**src/rtl/bf16_pkg.sv**
```systemverilog
// Shared BF16 definitions for the PE multiplier and accumulator.
package bf16_pkg;

    localparam int BF16_EXP_W = 8;
    localparam int BF16_MAN_W = 7;
    localparam int BIAS       = 127;
    localparam int EXP_MAX    = 2 * BIAS + 1;
    localparam int SIG_W      = 11;
    localparam int SUM_W      = SIG_W + 1;

    localparam logic [15:0] BF16_QNAN = 16'h7FC0;
    localparam logic [15:0] BF16_PINF = 16'h7F80;
    localparam logic [15:0] BF16_NINF = 16'hFF80;

    typedef enum logic [1:0] {
        IDLE  = 2'd0,
        ALIGN = 2'd1,
        NORM  = 2'd2
    } acc_state_t;

    function automatic logic bf16_is_nan(input logic [15:0] v);
        return (&v[14:7]) && (|v[6:0]);
    endfunction

    function automatic logic bf16_is_inf(input logic [15:0] v);
        return (&v[14:7]) && (v[6:0] == 7'd0);
    endfunction

endpackage

```
**src/rtl/acc_bf16_lzc12.sv**
```systemverilog
// Leading-zero counter for the 12-bit NORM-stage sum; all-zero input gives 12.
module lzc12 (
    input  logic [11:0] vec,
    output logic [3:0]  cnt
);

    always_comb begin
        cnt = 4'd12;
        // Ascending scan: the highest set bit is written last and wins.
        for (int i = 0; i < 12; i++) begin
            if (vec[i]) cnt = 4'(11 - i);
        end
    end

endmodule

```
**src/rtl/acc_bf16.sv**
```systemverilog
// Sequential BF16 accumulator: align stage, then add/normalize/round-to-nearest-even.
// Handshake: an operand is taken on a rising edge where in_valid && in_ready; in_ready is high only in IDLE with clr low.
module acc_bf16
    import bf16_pkg::*;
#(
    parameter int EXP_W = BF16_EXP_W,
    parameter int MAN_W = BF16_MAN_W
) (
    input  logic                   clk,
    input  logic                   nRST,
    input  logic                   clr,
    input  logic                   in_valid,
    output logic                   in_ready,
    input  logic [EXP_W+MAN_W:0]   in_bf16,
    input  logic                   in_last,
    input  logic                   in_ovf,
    input  logic                   in_unf,
    input  logic                   in_invalid,
    output logic                   out_valid,
    output logic [EXP_W+MAN_W:0]   out_bf16,
    output logic                   out_ovf,
    output logic                   out_unf,
    output logic                   out_invalid,
    output acc_state_t             dbg_state
);

    localparam logic signed [9:0] EMAX = 10'(EXP_MAX);

    acc_state_t        state_q, state_d;
    logic [15:0]       op_q, op_d, acc_q, acc_d;
    logic              last_q, last_d;
    logic [2:0]        sticky_q, sticky_d;
    logic [SIG_W-1:0]  sig_big_q, sig_big_d, sig_small_q, sig_small_d;
    logic [7:0]        exp_big_q, exp_big_d;
    logic              sign_q, sign_d, sub_q, sub_d;
    logic              spec_q, spec_d, spec_inv_q, spec_inv_d;
    logic [15:0]       spec_val_q, spec_val_d;
    logic              out_valid_q, out_valid_d;
    logic [15:0]       out_bf16_q, out_bf16_d;
    logic [2:0]        out_flags_q, out_flags_d;

    // ALIGN datapath, a pure function of acc_q and op_q.
    logic              a_zero, b_zero, a_is_big, s_lost;
    logic [14:0]       a_mag, b_mag;
    logic [SIG_W-1:0]  a_sig, b_sig, s_big, s_small, s_shift;
    logic [7:0]        e_big, e_small, e_diff;
    logic              a_nan, b_nan, a_inf, b_inf;

    always_comb begin
        a_zero   = (acc_q[14:7] == 8'd0);
        b_zero   = (op_q[14:7] == 8'd0);
        a_mag    = a_zero ? 15'd0 : acc_q[14:0];
        b_mag    = b_zero ? 15'd0 : op_q[14:0];
        a_sig    = a_zero ? '0 : {1'b1, acc_q[6:0], 3'b000};
        b_sig    = b_zero ? '0 : {1'b1, op_q[6:0], 3'b000};
        a_is_big = (a_mag >= b_mag);
        e_big    = a_is_big ? a_mag[14:7] : b_mag[14:7];
        e_small  = a_is_big ? b_mag[14:7] : a_mag[14:7];
        s_big    = a_is_big ? a_sig : b_sig;
        s_small  = a_is_big ? b_sig : a_sig;
        e_diff   = e_big - e_small;
        s_lost   = 1'b0;
        if (e_diff >= 8'd11) begin
            s_shift = {{(SIG_W-1){1'b0}}, |s_small};
        end else begin
            s_lost  = |(s_small & ~({SIG_W{1'b1}} << e_diff[3:0]));
            s_shift = s_small >> e_diff[3:0];
            s_shift[0] = s_shift[0] | s_lost;
        end
        a_nan = bf16_is_nan(acc_q);
        b_nan = bf16_is_nan(op_q);
        a_inf = bf16_is_inf(acc_q);
        b_inf = bf16_is_inf(op_q);
    end

    // NORM datapath, operating on the registered aligned pair.
    logic [SUM_W-1:0]  sum, sum_sh;
    logic [3:0]        lz, lsh;
    logic [SIG_W-1:0]  mant;
    logic signed [9:0] e_n;
    logic              rnd;
    logic [8:0]        m_r;
    logic [15:0]       res;
    logic [2:0]        res_flags;

    lzc12 u_lzc (
        .vec (sum),
        .cnt (lz)
    );

    always_comb begin
        sum    = sub_q ? ({1'b0, sig_big_q} - {1'b0, sig_small_q})
                       : ({1'b0, sig_big_q} + {1'b0, sig_small_q});
        lsh    = lz - 4'd1;
        sum_sh = sum << lsh;
        if (sum[SUM_W-1]) begin
            mant = {sum[11:2], sum[1] | sum[0]};
            e_n  = $signed({2'b00, exp_big_q}) + 10'sd1;
        end else begin
            mant = sum_sh[SIG_W-1:0];
            e_n  = $signed({2'b00, exp_big_q}) - $signed({6'b000000, lsh});
        end
        rnd = mant[2] & (mant[3] | mant[1] | mant[0]);
        m_r = {1'b0, mant[10:3]} + {8'd0, rnd};
        if (m_r[8]) e_n = e_n + 10'sd1;
        res       = 16'h0000;
        res_flags = 3'b000;
        if (spec_q) begin
            res       = spec_val_q;
            res_flags = {2'b00, spec_inv_q};
        end else if (sum == '0) begin
            res = 16'h0000;
        end else if (e_n >= EMAX) begin
            res       = sign_q ? BF16_NINF : BF16_PINF;
            res_flags = 3'b100;
        end else if (e_n <= 10'sd0) begin
            res_flags = 3'b010;
        end else begin
            res = {sign_q, e_n[7:0], m_r[6:0]};
        end
    end

    assign in_ready = (state_q == IDLE) && !clr;

    always_comb begin
        state_d     = state_q;
        op_d        = op_q;
        last_d      = last_q;
        acc_d       = acc_q;
        sticky_d    = sticky_q;
        sig_big_d   = sig_big_q;
        sig_small_d = sig_small_q;
        exp_big_d   = exp_big_q;
        sign_d      = sign_q;
        sub_d       = sub_q;
        spec_d      = spec_q;
        spec_inv_d  = spec_inv_q;
        spec_val_d  = spec_val_q;
        out_valid_d = 1'b0;
        out_bf16_d  = out_bf16_q;
        out_flags_d = out_flags_q;
        case (state_q)
            IDLE: begin
                if (in_valid && in_ready) begin
                    op_d     = in_bf16;
                    last_d   = in_last;
                    sticky_d = sticky_q | {in_ovf, in_unf, in_invalid};
                    state_d  = ALIGN;
                end
            end
            ALIGN: begin
                sig_big_d   = s_big;
                sig_small_d = s_shift;
                exp_big_d   = e_big;
                sign_d      = a_is_big ? acc_q[15] : op_q[15];
                sub_d       = acc_q[15] ^ op_q[15];
                spec_d      = 1'b0;
                spec_inv_d  = 1'b0;
                spec_val_d  = 16'h0000;
                if (a_nan || b_nan || (a_inf && b_inf && (acc_q[15] != op_q[15]))) begin
                    spec_d     = 1'b1;
                    spec_inv_d = 1'b1;
                    spec_val_d = BF16_QNAN;
                end else if (a_inf) begin
                    spec_d     = 1'b1;
                    spec_val_d = acc_q;
                end else if (b_inf) begin
                    spec_d     = 1'b1;
                    spec_val_d = op_q;
                end
                state_d = NORM;
            end
            NORM: begin
                state_d = IDLE;
                if (last_q) begin
                    out_valid_d = 1'b1;
                    out_bf16_d  = res;
                    out_flags_d = sticky_q | res_flags;
                    acc_d       = 16'h0000;
                    sticky_d    = 3'b000;
                end else begin
                    acc_d    = res;
                    sticky_d = sticky_q | res_flags;
                end
            end
            default: state_d = IDLE;
        endcase
        // Abort wins over any accept, in-flight op or pending result pulse.
        if (clr) begin
            state_d     = IDLE;
            acc_d       = 16'h0000;
            sticky_d    = 3'b000;
            out_valid_d = 1'b0;
        end
    end

    always_ff @(posedge clk or negedge nRST) begin
        if (!nRST) begin
            state_q     <= IDLE;
            op_q        <= '0;
            last_q      <= 1'b0;
            acc_q       <= '0;
            sticky_q    <= '0;
            sig_big_q   <= '0;
            sig_small_q <= '0;
            exp_big_q   <= '0;
            sign_q      <= 1'b0;
            sub_q       <= 1'b0;
            spec_q      <= 1'b0;
            spec_inv_q  <= 1'b0;
            spec_val_q  <= '0;
            out_valid_q <= 1'b0;
            out_bf16_q  <= '0;
            out_flags_q <= '0;
        end else begin
            state_q     <= state_d;
            op_q        <= op_d;
            last_q      <= last_d;
            acc_q       <= acc_d;
            sticky_q    <= sticky_d;
            sig_big_q   <= sig_big_d;
            sig_small_q <= sig_small_d;
            exp_big_q   <= exp_big_d;
            sign_q      <= sign_d;
            sub_q       <= sub_d;
            spec_q      <= spec_d;
            spec_inv_q  <= spec_inv_d;
            spec_val_q  <= spec_val_d;
            out_valid_q <= out_valid_d;
            out_bf16_q  <= out_bf16_d;
            out_flags_q <= out_flags_d;
        end
    end

    assign out_valid   = out_valid_q;
    assign out_bf16    = out_bf16_q;
    assign out_ovf     = out_flags_q[2];
    assign out_unf     = out_flags_q[1];
    assign out_invalid = out_flags_q[0];
    assign dbg_state   = state_q;

endmodule

```
**config.mk**
```make
export PLATFORM = sky130hd
export DESIGN_NAME = acc_bf16
export DESIGN_NICKNAME = d
export VERILOG_FILES = /design/src/rtl/bf16_pkg.sv /design/src/rtl/acc_bf16_lzc12.sv /design/src/rtl/acc_bf16.sv
export SDC_FILE = /design/constraint.sdc
export NUM_CORES = 1
export LEC_CHECK = 0
export CAP_MARGIN = 20
export CORE_MARGIN = 3
export CORE_UTILIZATION = 45
export CTS_CLUSTER_DIAMETER = 30
export DETAILED_ROUTE_END_ITERATION = 8
export GPL_TIMING_DRIVEN = 1
export PLACE_DENSITY = 0.65
export SLEW_MARGIN = 20
export SYNTH_ARGS = -nofsm -noshare
export SYNTH_HDL_FRONTEND = slang
export SYNTH_HIERARCHICAL = 1
export SYNTH_SLANG_ARGS = --single-unit
```
**constraint.sdc**
```tcl
create_clock -name clk -period 7.35 [get_ports clk]
set_input_delay 1.1025 -clock clk [delete_from_list [all_inputs] [get_ports clk]]
set_output_delay 1.1025 -clock clk [all_outputs]
set_load 0.01 [all_outputs]
```
==> impl_metrics.json <==
{
  "track_usage_pct": 23.3,
  "regToRegStartpoint": "sig_small_q[3]",
  "synth-warning-count": 6,
  "detailroute.via_count": 8331,
  "htree_num_levels": 3,
  "grt_first_pass_wirelength_um": 41700,
  "fill_cells": 1838,
  "portBuffers": 46,
  "number_of_global_route_vias_before_repair": 7773,
  "layout-drive-gt1-share_pct": 14.1,
  "setup.reg_to_reg.worst_slack_ps": 390,
  "cts_tree": "yes",
  "min_from": "out_flags_q[2]",
  "vias_per_cell": 6.05,
  "synth_top_cell_area_share_pct": 29.6,
  "drv_slew": 0,
  "post_detailed_route_drc_marker_count": 0,
  "cp_data_required_time_ps": 7550,
  "tritoncts_buffers": 9,
  "synthDistinctLibCells": 104,
  "syn_nets": 1143,
  "status": "finished, final reports clean",
  "die_height_um": 147,
  "post_drt_wl_per_cell_um": 18.5,
  "cts_max_path_buffers": 2,
  "report.final.hold_viol_count": 0,
  "final_antenna_net_count": 0,
  "worst_hold_check_slack_ps": 480,
  "insertion_delay_ps": 350,
  "slew_headroom_pct": 39.3,
  "dp.final_hpwl_um": 19400,
  "crit_path_max_fanout": 19,
  "finalWirelength_um": 25500,
  "die-width_um": 147,
  "design.portCount": 47,
  "most-common-layout-cells": "nand2_1 (110), nor2_1 (109), dfrtp_1 (105)",
  "fin_crit_ps": 6960,
  "min_path_cells": 2,
  "design.die.area_mm2": 0.0215,
  "syn2layout_area_growth_pct": 13.5,
  "final_common_cell": "nand2_1",
  "synthArstFlopShare_pct": 100,
  "worst_path_cell_with_the_longest_stage_delay": "nor3_1",
  "synth.area.top_cells": "dfrtp_1 (30%), ha_1 (4.8%), nor2_1 (4.7%), nand2_1 (4.7%), o21ai_0 (4.3%)",
  "worst_min_delay_path_class": "flip-flop to flip-flop",
  "synthFlopType": "dfrtp_1",
  "drt_iter0_markers": 536,
  "timing.critical_path.slowest_cell_delay_ps": 580,
  "antenna_violations_before_repair": 0,
  "clock_tree_root_buffer_cell": "clkbuf_16",
  "num-nets-final": 1170,
  "setup_total_negative_slack_ps": 0,
  "ys_ff_latch": 105,
  "critical_path_arrival_ps": 7160,
  "globalRouteOverflowTotal": 0,
  "hold_end": "out_flags_q[2]",
  "timing.final.crit_share_pct": 94.7,
  "place_congestion": 0.943,
  "worst_setup_path_start_kind": "flip-flop",
  "grt_start_max_net_pins": 64,
  "placementRows": 50,
  "drt_first_pass_iters": 6,
  "finalSetupViolations": 0,
  "timing.clock.skew_ps": 11.7,
  "rr_endpoint": "out_bf16[11]",
  "synth_area_per_cell_um2": 8.20,
  "worstSetupPathType": "flip-flop to flip-flop",
  "r2r_cells": 30,
  "end_kind": "flip-flop",
  "synth.yosys.seq_area_share_pct": 29.6,
  "synth_edf_count": 0,
  "syn_inst": 1084,
  "starting_density_of_the_core_pct": 46.7,
  "antenna-diode-count": 0,
  "core_mm2": 0.0190,
  "worst-slew-pin-transition_ps": 907,
  "cts_hold_repair.buffers": 0,
  "synthesis.area_mm2": 0.00888,
  "fmaxAchievable_ghz": 0.144,
  "clkSlewWorstSetupHoldPaths_ps": 80,
  "yosysTopAreaCell": "dfrtp_1",
  "drv_cap": 0,
  "clock_sinks": 105
}
## worst max-delay path by stage
stage	start	to	slack (ps)	cells after the start
final	sig_small_q[3]	out_bf16[11]	390	30
after CTS	sig_small_q[3]	out_bf16[11]	10	29
after floorplan	sig_small_q[0]	acc_q[6]	40	36
after detailed placement	sig_small_q[3]	acc_q[3]	-110	27
after global routing	sig_small_q[3]	out_bf16[11]	-40	29
after global placement	sig_small_q[3]	acc_q[3]	110	30
## worst max-delay path, delay by kind of cell, from the launching register on
family / cells / cell delay (ps)
AO/OA/AOI/OAI: 11 / 2270
buffers and inverters: 5 / 720
XOR/XNOR: 2 / 330
flip-flops: 1 / 460
adder cells (fa/ha/maj): 3 / 930
AND/OR/NAND/NOR: 9 / 2110
## registers in the layout, summed over array words and instances (netlist names), 2 cells and up
register     flops
acc_q           16
sig_big_q        8
dbg_state        2
out_bf16        16
sig_small_q     11
out_flags_q      3
exp_big_q        8
spec_val_q      16
op_q            16
sticky_q         3
## cell type report
cell class                 count  area [µm²]  area share, %
clock inverter                 6        67.6          0.670
sequential                   105        2630           26.1
timing repair buffer          86         762           7.56
tap                          260         325           3.23
multi-input combinational    859        5870           58.3
inverter                      50         188           1.86
clock buffer                  10         239           2.37
## through the flow
step	utilization (%)	setup slack (ps)	area (µm²)	instances
after global routing	53.0	-39.8	10100	1376
after detailed placement	50.3	-107	9570	1350
after CTS	52.0	10.8	9900	1366
after floorplan	-	36.1	8890	1084
final	53.0	391	10100	1376
after global placement	50.3	107	9570	1350
## kinds of logic after synthesis
family / after synthesis / synth area share [%]
flops: 105 / 29.6
fa+ha+maj: 35 / 5.01
simple gates: 413 / 23.3
mux: 38 / 4.99
buf+inv: 120 / 5.86
xor+xnor: 48 / 5.18
compound gates: 325 / 26.1
## synth_stat cells, drive strengths merged (14+ instances only)
cell type / instances
nor2: 114
buf: 20
mux2: 17
o21ai: 79
ha: 34
a211oi: 18
a21oi: 69
nor3: 30
nand3: 27
xnor2: 29
o31ai: 29
and3: 22
clkbuf: 50
a22oi: 20
nand2: 113
mux2i: 18
xor2: 18
inv: 49
and2: 17
a31oi: 15
nand2b: 14
nor4: 14
dfrtp: 105
## per-layer routing
| layer | share of wire (%) | track usage [%] | routed length, µm | up-vias |
|---|---|---|---|---|
| li1 | - | - | - | 4013 |
| met1 | 46 | 34.6 | 11800 | 3972 |
| met2 | 45 | 35.5 | 11500 | 309 |
| met3 | 6.8 | 3.88 | 1720 | 37 |
| met4 | 1.8 | 5.69 | 450 | 0 |
| met5 | 0 | 0 | 0 | - |
## what timing repair did
item,CTS,global route
endpoints found under the setup margin,23,36
buffers inserted,0,10
gates resized for setup,4,23
hold endpoints to repair,0,0
pin swaps,0,5
Power is left out: the tool's default activity adds up to more than one toggle a clock period on the data nets, which glitch-free logic cannot reach.
